===== config.mk =====
export PLATFORM = sky130hd
export DESIGN_NAME = cylon_decoder
export DESIGN_NICKNAME = d
export VERILOG_FILES = /design/src/rtl/cylon_pkg.sv /design/src/rtl/cylon_onehot_enc.sv /design/src/rtl/cylon_decoder.sv
export SDC_FILE = /design/constraint.sdc
export NUM_CORES = 1
export LEC_CHECK = 0
export BUFFER_PORTS_ARGS = -buffer_cell sky130_fd_sc_hd__buf_4
export CAP_MARGIN = 20
export CORE_UTILIZATION = 51
export DETAILED_ROUTE_END_ITERATION = 16
export PLACE_DENSITY_LB_ADDON = 0.3
export SYNTH_ARGS = -nofsm -noshare
export SYNTH_HDL_FRONTEND = slang
export SYNTH_SLANG_ARGS = --single-unit

===== constraint.sdc =====
create_clock -name clock -period 2.28 [get_ports clock]
set_clock_uncertainty 0.1 [all_clocks]
set_input_delay 0.342 -clock clock [delete_from_list [all_inputs] [get_ports clock]]
set_output_delay 0.342 -clock clock [all_outputs]
set_load 0.02 [all_outputs]

===== src/rtl/cylon_pkg.sv =====
// Shared constants, state encoding and step helpers for the cylon LED pattern monitor.
package cylon_pkg;

  localparam int unsigned MXLED = 12;
  localparam logic [MXLED-1:0] INIT_PAT = '1;
  localparam logic [3:0] POS_LAST = 4'(MXLED - 1);

  typedef enum logic [1:0] {
    SEARCH  = 2'd0,
    ACQUIRE = 2'd1,
    UP      = 2'd2,
    DOWN    = 2'd3
  } cylon_state_t;

  localparam logic [1:0] ERR_NONE   = 2'd0;
  localparam logic [1:0] ERR_ONEHOT = 2'd1;
  localparam logic [1:0] ERR_STEP   = 2'd2;
  localparam logic [1:0] ERR_STALL  = 2'd3;

  // Position 0 has no predecessor; the wrapped value 15 never matches a valid position.
  function automatic logic is_next(input logic [3:0] cur, input logic [3:0] p);
    return p == 4'(cur + 4'd1);
  endfunction

  function automatic logic is_prev(input logic [3:0] cur, input logic [3:0] p);
    return p == 4'(cur - 4'd1);
  endfunction

endpackage


===== src/rtl/cylon_onehot_enc.sv =====
// Combinational classifier/encoder for one sampled LED vector.
module cylon_onehot_enc
  import cylon_pkg::*;
(
  input  logic [MXLED-1:0] led,
  output logic [3:0]       pos,
  output logic             is_onehot,
  output logic             is_init,
  output logic             is_zero
);

  localparam logic [MXLED-1:0] ONE = {{(MXLED-1){1'b0}}, 1'b1};

  logic [MXLED-1:0] w_dec;

  assign w_dec     = led - ONE;
  assign is_zero   = ~|led;
  assign is_init   = (led == INIT_PAT);
  assign is_onehot = !is_zero && ((led & w_dec) == '0);

  always_comb begin
    pos = '0;
    for (int unsigned i = 0; i < MXLED; i++) begin
      if (led[i]) pos = 4'(i);
    end
  end

endmodule


===== src/rtl/cylon_decoder.sv =====
// Cylon LED pattern monitor: decodes position, tracks direction, counts sweeps, latches errors.
// Optional stall detection is built when CYLON_DECODER_STALL_EN is defined.
module cylon_decoder
  import cylon_pkg::*;
#(
  parameter int unsigned MXCNT = 16,
  parameter int unsigned MXTMO = 24
) (
  input  logic             clock,
  input  logic             reset_n,
  input  logic             enable,
  input  logic [MXLED-1:0] led,
  input  logic             err_clr,
  output logic [3:0]       pos,
  output logic             dir,
  output logic             locked,
  output logic [MXCNT-1:0] sweeps,
  output logic             err,
  output logic [1:0]       err_code
);

  if (MXTMO < 2 || MXCNT < 1) begin : g_cfg_chk
    $error("cylon_decoder: MXTMO must be >= 2 and MXCNT >= 1");
  end

  localparam logic [MXCNT-1:0] CNT_ONE = {{(MXCNT-1){1'b0}}, 1'b1};

  logic [MXLED-1:0] r_led_q;
  logic [MXLED-1:0] r_led_qq;
  cylon_state_t     r_state;
  cylon_state_t     w_nxt_state;
  logic [3:0]       r_pos;
  logic [3:0]       w_nxt_pos;
  logic             r_dir;
  logic             w_nxt_dir;
  logic [MXCNT-1:0] r_sweeps;
  logic [MXCNT-1:0] w_nxt_sweeps;
  logic             r_err;
  logic [1:0]       r_err_code;
  logic             w_err_new;
  logic [1:0]       w_err_kind;
  logic             w_event;
  logic             w_locked;
  logic             w_stall;
  logic [3:0]       w_p;
  logic             w_is_onehot;
  logic             w_is_init;
  logic             w_is_zero;

  // Input regs keep sampling while disabled so re-enabling does not see a stale change.
  always_ff @(posedge clock or negedge reset_n) begin
    if (!reset_n) begin
      r_led_q  <= '0;
      r_led_qq <= '0;
    end else begin
      r_led_q  <= led;
      r_led_qq <= r_led_q;
    end
  end

  assign w_event  = enable && (r_led_q != r_led_qq);
  assign w_locked = (r_state == UP) || (r_state == DOWN);

  cylon_onehot_enc u_enc (
    .led       (r_led_q),
    .pos       (w_p),
    .is_onehot (w_is_onehot),
    .is_init   (w_is_init),
    .is_zero   (w_is_zero)
  );

`ifdef CYLON_DECODER_STALL_EN
  localparam logic [MXTMO-1:0] TMO_ONE = {{(MXTMO-1){1'b0}}, 1'b1};

  logic [MXTMO-1:0] r_tmo;

  assign w_stall = enable && w_locked && !w_event && (&r_tmo);

  always_ff @(posedge clock or negedge reset_n) begin
    if (!reset_n) begin
      r_tmo <= '0;
    end else if (!enable || !w_locked || w_event || w_stall) begin
      r_tmo <= '0;
    end else begin
      r_tmo <= r_tmo + TMO_ONE;
    end
  end
`else
  assign w_stall = 1'b0;
`endif

  always_ff @(posedge clock or negedge reset_n) begin
    if (!reset_n) begin
      r_state  <= SEARCH;
      r_pos    <= '0;
      r_dir    <= 1'b0;
      r_sweeps <= '0;
    end else begin
      r_state  <= w_nxt_state;
      r_pos    <= w_nxt_pos;
      r_dir    <= w_nxt_dir;
      r_sweeps <= w_nxt_sweeps;
    end
  end

  always_comb begin
    w_nxt_state  = r_state;
    w_nxt_pos    = r_pos;
    w_nxt_dir    = r_dir;
    w_nxt_sweeps = r_sweeps;
    w_err_new    = 1'b0;
    w_err_kind   = ERR_NONE;

    if (w_event) begin
      if (w_is_init) begin
        w_nxt_state = SEARCH;
      end else if (w_is_zero) begin
        w_nxt_state = r_state;
      end else if (!w_is_onehot) begin
        w_err_new   = 1'b1;
        w_err_kind  = ERR_ONEHOT;
        w_nxt_state = SEARCH;
      end else begin
        w_nxt_pos = w_p;
        unique case (r_state)
          SEARCH: begin
            if (w_p == 4'd0) begin
              w_nxt_state = UP;
              w_nxt_dir   = 1'b0;
            end else if (w_p == POS_LAST) begin
              w_nxt_state = DOWN;
              w_nxt_dir   = 1'b1;
            end else begin
              w_nxt_state = ACQUIRE;
            end
          end
          ACQUIRE: begin
            if (is_next(r_pos, w_p)) begin
              w_nxt_state = UP;
              w_nxt_dir   = 1'b0;
            end else if (is_prev(r_pos, w_p)) begin
              w_nxt_state = DOWN;
              w_nxt_dir   = 1'b1;
            end else begin
              w_err_new = 1'b1;
            end
          end
          UP: begin
            if (r_pos == POS_LAST) begin
              if (is_prev(r_pos, w_p)) begin
                w_nxt_state = DOWN;
                w_nxt_dir   = 1'b1;
              end else begin
                w_err_new = 1'b1;
              end
            end else if (!is_next(r_pos, w_p)) begin
              w_err_new = 1'b1;
            end
          end
          DOWN: begin
            if (r_pos == 4'd0) begin
              if (is_next(r_pos, w_p)) begin
                w_nxt_state = UP;
                w_nxt_dir   = 1'b0;
              end else begin
                w_err_new = 1'b1;
              end
            end else if (is_prev(r_pos, w_p)) begin
              if (w_p == 4'd0) w_nxt_sweeps = r_sweeps + CNT_ONE;
            end else begin
              w_err_new = 1'b1;
            end
          end
          default: w_nxt_state = SEARCH;
        endcase
        if (w_err_new) begin
          w_err_kind  = ERR_STEP;
          w_nxt_state = SEARCH;
        end
      end
    end else if (w_stall) begin
      w_err_new   = 1'b1;
      w_err_kind  = ERR_STALL;
      w_nxt_state = SEARCH;
    end
  end

  // A new error in the same cycle as err_clr wins and records its own code.
  always_ff @(posedge clock or negedge reset_n) begin
    if (!reset_n) begin
      r_err      <= 1'b0;
      r_err_code <= ERR_NONE;
    end else if (w_err_new) begin
      r_err <= 1'b1;
      if (err_clr || (r_err_code == ERR_NONE)) r_err_code <= w_err_kind;
    end else if (err_clr) begin
      r_err      <= 1'b0;
      r_err_code <= ERR_NONE;
    end
  end

  assign pos      = r_pos;
  assign dir      = r_dir;
  assign locked   = w_locked;
  assign sweeps   = r_sweeps;
  assign err      = r_err;
  assign err_code = r_err_code;

endmodule


==> metrics.cfg <==
[timing]
rsz0062_at_grt = true
relSlewSlack_pct = 60.0
worst_slew_pin_slew_ns = 0.600
hold_violations = 0
finalSetupTns_ns = -2.87
setup_viol = 21
fin_hold_ws_ns = 0.0364
drv_slew = 0
min_period_over_period_pct = 110
period_minus_slack_ns = 2.50
worst_slack_ns = -0.222
fmax_ghz = 0.400

[yosys]
synth_seq_area_share_pct = 47.6
synth_xor_area_share_pct = 11.7
synth_top_family_by_area = simple AND/OR/NAND/NOR gates
yosysWarnings = 0
synth_edf_count = 0
synth-compound-area-share_pct = 10.9
synth_cell_types = 50
synthMuxAreaShare_pct = 0.429
syn-mean-instance-area_um2 = 10.1
synth_ff_type = dfrtp_1
synthSimpleGateAreaFrac_pct = 22.9
synth_nets = 279
synthAdderAreaFrac_pct = 2.24
syn-cell-area_um2 = 2630
synthCells = 260
synth-seq-cells = 50
ys_async_sr_fraction_pct = 100

[placed_design]
io_buffers = 40
post-dp-hpwl_um = 4410
globalplace.congestion = 0.835
pre_cts_ws_ns = -0.273
place_area_um2 = 3340

[setup_path]
worst-setup-path-type = reg2reg
crit_required_ns = 2.41
critical_path_peak_fanout = 8
end_kind = flip-flop
arrival_ns = 2.63
start_kind = flip-flop

[power_and_ir_drop]
swShare_pct = 24.8
p_sw_uw = 451
pwr-share-seq_pct = 52.2
clockPowerShare_pct = 34.7
peakVddDrop_mv = 0.575
p_leak_uw = 0.00182
power_uw = 1820
internal_power_uw = 1370
pwr_density_cell_nw_per_um2 = 491
p_comb_share_pct = 13.1

[floorplan]
start_util_pct = 54.2
io_pins = 41
coreArea_um2 = 4850
dieArea_um2 = 5440
rows = 25
fp.dieH_um = 73.8
fp.dieW_um = 73.8

[grt]
use_met2_pct = 42.6
grtUsageTotal_pct = 25.6
met1_usage_pct = 32.6
use_met3_pct = 4.53
grt_pass1_wl_um = 10400
antenna_found_initial = 0
grt_start_max_net_pins = 51
grt.busiest_layer = met2
grt_pass1_vias = 2263
grt.overflow.total = 0

[cts]
worstSkewPairLatency_ns = 0.30
htreeDepth = 2
clock_tree.buffer_depth = 2
numCtsBuffers = 5
clockRootBuffer = clkbuf_8
clkSinkCount = 50
cts_tree = yes
clk_pin_slew_ns = 0.09

[route]
ant_nets = 0
vias = 2314
routedWlPerCell_um = 15.8
via_per_inst = 5.55
routed_wl_um = 6610
drt_first_pass_iters = 5
drt_iter0_drc = 135
drc = 0

[job]
maxCapViolCount = 0

[worst_hold_path]
min_path_type = in2reg

[cells_and_area]
drive_gt1_share_pct = 42.6
fillCellCount = 342
final_cell_area_um2 = 3700
register_area_um2 = 1260
multi_input_area_um2 = 1440
layout.nets = 368
diodes = 0
area_delta_synth_final_pct = 40.9

[run_status]
violations = negative setup slack
status = complete, but fails checks

==> per-stage QoR <==
step | instances | utilization, %
2_1_floorplan | 260 | -
3_3_place_gp | 402 | 68.8
4_1_cts | 415 | 74.1
5_1_grt | 417 | 76.3
6_report | 417 | 76.3
3_5_place_dp | 402 | 68.8
==> worst max-delay path: stages, from the launching register on <==
cell,delay (ns)
dfrtp_2,0.46
or2_4,0.25
maj3_2,0.28
o21ai_1,0.16
and4_1,0.24
and3_4,0.22
nand4_4,0.14
buf_12,0.20
nor3_4,0.19
xor2_1,0.18
==> final cells by class <==
cell class                 instances  area share (%)
sequential                        50            34.1
clock buffer                       5            1.86
multi-input combinational        185            38.8
inverter                          10            1.01
clock inverter                     3            1.18
timing repair buffer              97            20.8
tap                               67            2.27
==> cell usage in the layout (no fill, tap or decap), types with 3 or more instances in the layout <==
cell type	netlist	routed
nor3_4	0	5
and3_1	5	5
nor4_2	1	4
inv_1	10	9
buf_4	1	92
o22ai_1	3	3
nand2b_1	4	3
nor4_4	2	3
nand4_1	6	6
nor2_1	22	19
nor3_2	4	5
dfrtp_1	50	41
nand3_1	11	11
xnor2_1	8	7
nor2b_1	4	3
o31ai_1	3	3
ha_1	3	3
nand2_1	19	19
dfrtp_2	0	9
clkbuf_8	0	5
xor2_1	27	27
nand3b_1	4	4
a21oi_1	10	10
o21ai_1	1	4
==> worst paths after layout <==
| kind | from | endpoint | slack, ns | depth (start not counted) |
|---|---|---|---|---|
| hold / removal | led[10] | r_led_q[10] | 0.04 | 1 |
| hold reg to reg | r_led_q[0] | r_led_qq[0] | 0.37 | 0 |
| setup reg to reg | r_led_q[6] | sweeps[13] | -0.22 | 9 |
| min in group asynchronous | reset_n | r_led_qq[9] | 0.48 | 2 |
| setup / recovery | r_led_q[6] | sweeps[13] | -0.22 | 9 |
| max in group asynchronous | reset_n | r_led_q[3] | 1.16 | 2 |
==> power groups by stage <==
stage,Sequential (µW),Combinational (µW),Clock (µW)
2_1_floorplan,955,98.3,0
3_3_place_gp,959,207,0
3_5_place_dp,961,212,0
4_1_cts,946,230,639
5_1_grt,952,260,664
6_report,948,238,631
==> sequential cells by signal, indices dropped and copies added, names as in the netlist <==
signal,flops
sweeps,16
err,1
r_led_q,12
r_led_qq,12
dir,1
pos,4
err_code,2
r_state,2
==> cells by family after synthesis <==
family,after synthesis
compound gates,41
xor+xnor,35
fa+ha+maj,5
buf+inv,25
flops,50
mux,1
simple gates,103
==> cells in the mapped netlist (all sizes together), types with 6 or more instances <==
cell	n	area, µm²
a21oi	10	50.1
and3	6	38.8
buf	9	52.6
clkbuf	6	22.5
dfrtp	50	1250
inv	10	37.5
nand2	19	71.3
nand3	11	55.1
nand4	7	58.8
nor2	22	82.6
nor3	11	75.1
nor4	8	86.3
o21ai	6	30.0
xnor2	8	70.1
xor2	27	236
==> per-layer routing <==
metal / vias up / wire [µm] / share of wire, %
li1: 1087 / - / -
met1: 1125 / 2790 / 42
met2: 77 / 3280 / 50
met3: 25 / 327 / 5.0
met4: 0 / 206 / 3.1
met5: - / 0 / 0
==> repair_timing <==
item / 4_1_cts / 5_1_grt
hold buffers: 1 / 0
setup endpoints to repair: 21 / 21
setup buffers: 4 / 1
hold endpoints to repair: 50 / 0
gates cloned: 0 / 1
gates resized for setup: 23 / 16
pin swaps: 5 / 14
Power figures use the tool's default switching activity.
